$ cat config.mk
export PLATFORM = sky130hd
export DESIGN_NAME = neuron_argmax_flat
export DESIGN_NICKNAME = d
export VERILOG_FILES = /design/src/rtl/neuron_argmax_if.sv /design/src/rtl/neuron_argmax.sv /design/src/flat_wrapper.sv
export SDC_FILE = /design/constraint.sdc
export NUM_CORES = 1
export LEC_CHECK = 0
export ABC_AREA = 0
export BUFFER_PORTS_ARGS = -buffer_cell sky130_fd_sc_hd__buf_2
export CAP_MARGIN = 30
export CORE_ASPECT_RATIO = 1.5
export CORE_MARGIN = 2
export CORE_UTILIZATION = 49
export DETAILED_ROUTE_END_ITERATION = 16
export PLACE_DENSITY = 0.78
export REMOVE_ABC_BUFFERS = 1
export SLEW_MARGIN = 20
export SYNTH_ARGS = -nofsm -noshare
export SYNTH_HDL_FRONTEND = slang
export SYNTH_SLANG_ARGS = --single-unit
$ cat constraint.sdc
create_clock -name clk -period 2.72 [get_ports clk]
set_input_delay 0.272 -clock clk [delete_from_list [all_inputs] [get_ports clk]]
set_output_delay 0.272 -clock clk [all_outputs]
set_load 0.03 [all_outputs]
$ cat src/rtl/neuron_argmax_if.sv
// Stream handshake between the dot-product engine, the argmax stage and the result consumer.
// The argmax block takes the slave view; whatever drives frames and drains results takes the master view.
interface neuron_argmax_if #(
  parameter int VAL_SIZE       = 26,
  parameter int IDX_SIZE       = 4,
  parameter int FRAME_CNT_SIZE = 16
);
  logic                      in_valid;
  logic [VAL_SIZE-1:0]       in_value;
  logic                      in_last;
  logic                      in_ready;
  logic                      out_valid;
  logic                      out_ready;
  logic [IDX_SIZE-1:0]       out_class;
  logic [VAL_SIZE-1:0]       out_value;
  logic                      out_err;
  logic [FRAME_CNT_SIZE-1:0] out_frames;

  modport slave (
    input  in_valid, in_value, in_last, out_ready,
    output in_ready, out_valid, out_class, out_value, out_err, out_frames
  );

  modport master (
    output in_valid, in_value, in_last, out_ready,
    input  in_ready, out_valid, out_class, out_value, out_err, out_frames
  );
endinterface

$ cat src/rtl/neuron_argmax.sv
// Serial signed argmax over the NEURONS dot-product values of one frame; the result is
// held on a valid/ready port until taken, and completed handoffs are counted.
module neuron_argmax #(
  parameter int NEURONS        = 10,
  parameter int VAL_SIZE       = 26,
  parameter int IDX_SIZE       = 4,
  parameter int FRAME_CNT_SIZE = 16
) (
  input logic            clk,
  input logic            GlobalReset,
  neuron_argmax_if.slave bus
);

  typedef enum logic {
    COLLECT = 1'b0,
    HOLD    = 1'b1
  } state_t;

  localparam logic [IDX_SIZE-1:0] LAST_IDX = IDX_SIZE'(NEURONS - 1);

  state_t                    state_reg, state_next;
  logic [IDX_SIZE-1:0]       cnt_reg, cnt_next;
  logic [IDX_SIZE-1:0]       idx_reg, idx_next;
  logic [VAL_SIZE-1:0]       best_reg, best_next;
  logic                      err_reg, err_next;
  logic                      out_valid_reg, out_valid_next;
  logic [IDX_SIZE-1:0]       out_class_reg, out_class_next;
  logic [VAL_SIZE-1:0]       out_value_reg, out_value_next;
  logic                      out_err_reg, out_err_next;
  logic [FRAME_CNT_SIZE-1:0] out_frames_reg, out_frames_next;

  logic in_ready;
  logic accept;
  logic last_beat;
  logic take;

  // Reset forces in_ready low combinationally so no beat is accepted in a reset cycle.
  assign in_ready  = (state_reg == COLLECT) & ~GlobalReset;
  assign accept    = bus.in_valid & in_ready;
  assign last_beat = (cnt_reg == LAST_IDX);
  // Strict greater-than keeps the lowest index on ties; beat 0 always seeds the running max.
  assign take      = (cnt_reg == '0) | ($signed(bus.in_value) > $signed(best_reg));

  always_ff @(posedge clk) begin
    if (GlobalReset) begin
      state_reg      <= COLLECT;
      cnt_reg        <= '0;
      idx_reg        <= '0;
      best_reg       <= '0;
      err_reg        <= 1'b0;
      out_valid_reg  <= 1'b0;
      out_class_reg  <= '0;
      out_value_reg  <= '0;
      out_err_reg    <= 1'b0;
      out_frames_reg <= '0;
    end else begin
      state_reg      <= state_next;
      cnt_reg        <= cnt_next;
      idx_reg        <= idx_next;
      best_reg       <= best_next;
      err_reg        <= err_next;
      out_valid_reg  <= out_valid_next;
      out_class_reg  <= out_class_next;
      out_value_reg  <= out_value_next;
      out_err_reg    <= out_err_next;
      out_frames_reg <= out_frames_next;
    end
  end

  always_comb begin
    state_next      = state_reg;
    cnt_next        = cnt_reg;
    idx_next        = idx_reg;
    best_next       = best_reg;
    err_next        = err_reg;
    out_valid_next  = out_valid_reg;
    out_class_next  = out_class_reg;
    out_value_next  = out_value_reg;
    out_err_next    = out_err_reg;
    out_frames_next = out_frames_reg;

    case (state_reg)
      COLLECT: begin
        if (accept) begin
          if (cnt_reg == '0) begin
            err_next = 1'b0;
          end
          if (take) begin
            best_next = bus.in_value;
            idx_next  = cnt_reg;
          end
          // The closing beat is either flagged last or the NEURONS-th; any disagreement is a framing error.
          if (bus.in_last | last_beat) begin
            err_next       = bus.in_last ^ last_beat;
            state_next     = HOLD;
            cnt_next       = '0;
            out_valid_next = 1'b1;
            out_class_next = idx_next;
            out_value_next = best_next;
            out_err_next   = err_next;
          end else begin
            cnt_next = cnt_reg + 1'b1;
          end
        end
      end
      HOLD: begin
        if (bus.out_ready) begin
          state_next      = COLLECT;
          out_valid_next  = 1'b0;
          out_frames_next = out_frames_reg + 1'b1;
        end
      end
      default: begin
        state_next = COLLECT;
      end
    endcase
  end

  assign bus.in_ready   = in_ready;
  assign bus.out_valid  = out_valid_reg;
  assign bus.out_class  = out_class_reg;
  assign bus.out_value  = out_value_reg;
  assign bus.out_err    = out_err_reg;
  assign bus.out_frames = out_frames_reg;

endmodule

$ cat src/flat_wrapper.sv
// flat-port wrapper written by rule: the top's interface ports become plain ports
module neuron_argmax_flat 
#(
  parameter int NEURONS        = 10,
  parameter int VAL_SIZE       = 26,
  parameter int IDX_SIZE       = 4,
  parameter int FRAME_CNT_SIZE = 16
)
  (clk, GlobalReset, bus_in_valid, bus_in_value, bus_in_last, bus_out_ready, bus_in_ready, bus_out_valid, bus_out_class, bus_out_value, bus_out_err, bus_out_frames);
  neuron_argmax_if #(.VAL_SIZE(VAL_SIZE), .IDX_SIZE(IDX_SIZE), .FRAME_CNT_SIZE(FRAME_CNT_SIZE)) bus_i ();
  input logic clk;
  input logic GlobalReset;
  input wire logic [$bits(bus_i.in_valid)-1:0] bus_in_valid;
  input wire logic [$bits(bus_i.in_value)-1:0] bus_in_value;
  input wire logic [$bits(bus_i.in_last)-1:0] bus_in_last;
  input wire logic [$bits(bus_i.out_ready)-1:0] bus_out_ready;
  output wire logic [$bits(bus_i.in_ready)-1:0] bus_in_ready;
  output wire logic [$bits(bus_i.out_valid)-1:0] bus_out_valid;
  output wire logic [$bits(bus_i.out_class)-1:0] bus_out_class;
  output wire logic [$bits(bus_i.out_value)-1:0] bus_out_value;
  output wire logic [$bits(bus_i.out_err)-1:0] bus_out_err;
  output wire logic [$bits(bus_i.out_frames)-1:0] bus_out_frames;
  assign bus_i.in_valid = bus_in_valid;
  assign bus_i.in_value = bus_in_value;
  assign bus_i.in_last = bus_in_last;
  assign bus_i.out_ready = bus_out_ready;
  assign bus_in_ready = bus_i.in_ready;
  assign bus_out_valid = bus_i.out_valid;
  assign bus_out_class = bus_i.out_class;
  assign bus_out_value = bus_i.out_value;
  assign bus_out_err = bus_i.out_err;
  assign bus_out_frames = bus_i.out_frames;
  neuron_argmax #(.NEURONS(NEURONS), .VAL_SIZE(VAL_SIZE), .IDX_SIZE(IDX_SIZE), .FRAME_CNT_SIZE(FRAME_CNT_SIZE)) u_core (.clk(clk), .GlobalReset(GlobalReset), .bus(bus_i));
endmodule
**Yosys cells after proc, flatten, opt, wreduce, memory -nomap -nowiden**

Index checks and enable logic that the tools add are counted.
Widths: inputs -> output; s select.

- Register bits: 83
- Output and inout port bits: 49
- Bits of input ports: 31
- Word-level logic and storage cells: 39

- Bitwise operators: 7
- $add $sub $neg: 2
- Magnitude comparators: 1
- Muxes and demuxes: 11
- Reductions and logical operators: 5
- Eq/ne operators: 4

Operators by type and width:

| kind | number |
|---|---|
| $gt 26x26->1 | 1 |
| $mux 26 | 1 |
| $add 16x1->16 const B | 1 |
| $mux 4 | 2 |
| $mux 1 | 6 |
| $reduce_and 3->1 | 2 |
| $add 4x1->4 const B | 1 |
| $eq 4x4->1 const B | 1 |
| $logic_not 4->1 | 1 |
| $ne 2x2->1 const B | 2 |
| $pmux 1 s2 | 2 |
| $reduce_and 2->1 | 2 |
| $and 1x1->1 | 2 |
| $ne 2x1->1 const B | 1 |
| $not 1->1 | 2 |
| $or 1x1->1 | 2 |
| $xor 1x1->1 | 1 |

**Longest topological paths before layout**

- Depth after elaboration: 5
- Mapped depth: 12
- Mapped depth without buffers: 9

**Least setup slack after synthesis**

No wires, ideal clock.

- Path type: flip-flop to flip-flop
- Start point: register u_core.best_reg[25]
- End point: register u_core.best_reg[19]
- Clock period less this slack: 2,908 ps
- Buffers on the path: 2
- Library setup time: 121 ps
- Slack: -188 ps
- Cell stages (with the launch flop): 12
- Data arrival time: 2,787 ps
- Data required time: 2,599 ps
- Cell sequence: dfxtp_1 inv_1 ha_1 nand4_1 nor4_2 nand2_1 or4_1 a31o_1 buf_6 o21ai_4 buf_6 mux2_2

- Word-level cells in the longest chain between the ends: 3

RTL lines:

| element | RTL line | source |
|---|---|---|
| start, declared | neuron_argmax.sv:24 | `logic [VAL_SIZE-1:0] best_reg, best_next;` |
| start signal, assigned | neuron_argmax.sv:60 | `best_reg <= best_next;` |
| $gt 26x26->1 | neuron_argmax.sv:42 | `assign take = (cnt_reg == '0) \| ($signed(bus.in_value) > $signed(best_reg));` |
| $or 1x1->1 | neuron_argmax.sv:42 |  |
| $mux 26 | neuron_argmax.sv:88 | `if (take) begin` |

No other way between the ends.
A chain may end at the register's enable or synchronous reset.

**Final worst setup path**

- Start point: register u_core.best_reg[18]
- End point: register u_core.best_reg[15]

The elaborated chain is that of the path after synthesis.

==> flow_summary.ini <==
[global_routing]
grt_use_total_pct = 22.5
grt.overflow.total = 0
grt_pass1_vias = 3468
grt_pass1_wl_um = 15900
grt_start_max_net_pins = 33
grt_antenna_before_repair = 0

[critical_path]
worst_r2r_startpoint = u_core.best_reg[18]
ff2ff_path_depth = 10
worst_r2r_endpoint = u_core.best_reg[15]
path_max_fanout = 9
critPathMaxStageDelay_ns = 0.49
critPathLaunchType = register
regToRegSetupSlack_ns = -0.21
cp.required_ns = 2.95
worstPathCellList = inv_2 -> ha_1 -> nand4_1 -> nor4_2 -> nand2_1 -> or4_4 -> a31o_4 -> o21ai_4 -> clkbuf_16 -> mux2_4
timing_worst_setup_path_type = reg -> reg
worst_setup_path_end_kind = register
cpMaxStageDelayCell = or4_4
timing.critical_path.arrival_ns = 3.16

[sta]
final_period_minus_worst_setup_slack_ns = 2.93
fin_hold_ws_ns = 0.179
setup_slack_ns = -0.205
setup_total_negative_slack_ns = -9.71
worst-slew-pin-transition_ns = 0.640
skew_ns = 0.00436
finalSetupViolCount = 59
timing_hold_violations_final = 0
layout_worst_path_cycle_share_pct = 108
grt_setup_unrepaired = yes
max_freq_mhz = 342
slew_viol_final = 0
slew-limit-headroom_pct = 57.3

[final_layout]
fraction_of_layout_cells_with_a_size_suffix_above_1_pct = 35.7
fin_nets = 603
antenna_cells = 0
final_cell_area_sq_mm = 0.00534
area_growth_syn_to_layout_pct = 33.6
post_layout_nonfiller_instances = 651
finalCoreUtilization_pct = 67.2

[synth]
yosys_warns = 0
postSynth.asyncResetShare_pct = 0
synthesis.area_sq_mm = 0.00400
synth_flop_cell = dfxtp_1
yosysSeqAreaShare_pct = 41.5
yosys_register_bits = 83
netlist_instances = 422
synth_cell_type_count = 44
syn_avg_cell_area_sq_um = 9.48
number_of_enable_flip_flop_cells_after_synthesis = 0

[detailed_routing]
num_vias = 3541
first_iter_violations = 199
post_drt_wl_per_cell_um = 16.3
antenna_left = 0
drc_errors = 0
route.final.wire_length_um = 10600
firstDrtPassIters = 4
routed_via_density = 5.44

[place]
placement.cell_area_sq_mm = 0.00469
post-dp-hpwl_um = 6570
worst_slack_placed_ns = -0.297
place.gp.congestion = 0.826
place.port_buffers = 79
placed_cells_incl_taps = 622

[floorplan]
floorplan.die_area_sq_mm = 0.00892
std_cell_rows = 40
die_y_um = 115
coreArea_sq_mm = 0.00796
die_x_um = 77.8
boundaryPins = 80
starting_density_pct = 50.3

[outcome]
failed_checks = negative setup slack
run_status = finished, violations left

[clock_network]
ctsLongestPathBuffers = 2
root_buffer = clkbuf_16
clock-sinks = 83
cts_htree_levels = 3
clk_transition_reported_paths_ns = 0.06
tritoncts.num_buffers = 9
worst_skew_pair.late_latency_ns = 0.34
cts_hold_buffers = 0
tritoncts_clock_tree = yes

[min_path]
worstHoldPathCells = 2
whs_endpoint = u_core.bus.out_value[0]
worst_min_path_start = bus_in_value[0]
hold_class = in -> reg

[power]
cell_internal_pwr_mw = 2.23
netSwitchingPower_uw = 818
p_comb_share_pct = 19.3
ir_worst_vdd_mv = 0.407
power_leakage_nw = 2.50
netSwitchingFraction_pct = 26.8
power_density_mw_per_mm2 = 571
totalPowerFinal_mw = 3.05
clock_power_share_pct = 37.4
pwr-share-seq_pct = 43.4

[flow_run]
drv_cap = 0
-- cells by family (layout without fill, tap and decap cells) --
group | Yosys count | in the layout | synth area share, %
DFF | 83 | 83 | 41.5
buffers and inverters | 49 | 173 | 5.97
and+or+nand+nor | 140 | 140 | 17.2
muxes | 29 | 29 | 8.04
xor gates and xnor gates | 12 | 12 | 2.63
adders and majority gates | 31 | 31 | 9.70
AOI/OAI and AO/OA | 78 | 78 | 15.0
-- critical path, delay by kind of cell (launching register included) --
family / cells / cell delay [ns]
multiplexers: 1 / 0.30
adder cells (fa/ha/maj): 1 / 0.27
flip-flops: 1 / 0.34
AND/OR/NAND/NOR: 4 / 1.12
buffers and inverters: 2 / 0.27
AO/OA/AOI/OAI: 2 / 0.49
-- worst max path at each step --
| stage | start | to | slack [ns] | cells past startpoint |
|---|---|---|---|---|
| after floorplan | u_core.best_reg[25] | u_core.best_reg[10] | -0.36 | 9 |
| after global placement | bus_in_value[21] | u_core.bus.out_value[3] | -0.20 | 10 |
| after detailed placement | bus_in_value[25] | u_core.bus.out_value[2] | -0.30 | 10 |
| after CTS | u_core.best_reg[21] | u_core.bus.out_value[2] | -0.15 | 10 |
| after global routing | u_core.best_reg[3] | u_core.best_reg[15] | -0.36 | 11 |
| final | u_core.best_reg[18] | u_core.best_reg[15] | -0.21 | 10 |
-- per-layer routing --
layer  global-route usage [%]  part of all wire, %
met3                     4.02                  3.9
met2                     39.1                   53
met1                     25.1                   40
met5                        0                    0
met4                     14.5                  2.8
-- area by class of cell --
| type | count | area (sq um) |
|---|---|---|
| Timing Repair Buffer | 124 | 857 |
| Inverter | 33 | 124 |
| Tap cell | 105 | 131 |
| Clock inverter | 2 | 10.0 |
| Fill cell | 590 | 2610 |
| Sequential cell | 83 | 1670 |
| Multi-Input combinational cell | 290 | 2290 |
| Clock buffer | 14 | 264 |
-- cell usage after synthesis, drive strengths merged (3+ instances only) --
library cell / number / share of area (%)
dfxtp: 83 / 42
nor2: 50 / 4.8
inv: 33 / 3.1
ha: 31 / 9.7
nand2: 30 / 2.8
and2: 29 / 4.5
a221o: 28 / 7.3
mux2: 25 / 7.0
a21oi: 17 / 2.1
o21ai: 17 / 2.4
buf: 11 / 2.4
xor2: 10 / 2.2
nand4: 9 / 1.4
or3: 6 / 0.94
clkbuf: 5 / 0.47
mux2i: 4 / 1.0
and3: 3 / 0.47
nand2b: 3 / 0.47
nand3: 3 / 0.38
-- cell usage in the layout, fill, tap and decap left out, types with 4 or more instances in the layout --
cell type,n
buf_2,79
dfxtp_1,78
nor2_1,49
buf_4,31
nand2_1,30
inv_1,29
and2_1,28
ha_1,27
mux2_4,25
a221o_1,20
a21oi_1,17
o21ai_0,14
clkbuf_16,12
xor2_1,10
nand4_1,9
a221o_2,8
buf_6,7
or3_1,6
dfxtp_2,5
inv_2,4
mux2i_1,4
ha_4,4
-- power groups by stage --
stage          sequential (mW)  combinational (mW)  clock [mW]
3_5_place_dp              1.34               0.474           0
5_1_grt                   1.33               0.640        1.20
6_report                  1.32               0.588        1.14
2_1_floorplan             1.39               0.232           0
4_1_cts                   1.32               0.519        1.15
3_3_place_gp              1.34               0.460           0
-- repair_timing --
action,CTS,global route
buffers inserted,5,7
cloned,0,4
endpoints found under the setup margin,58,60
gates resized for setup,39,21
pin swaps,11,24
Note: power is estimated with default switching activity, not from simulation.
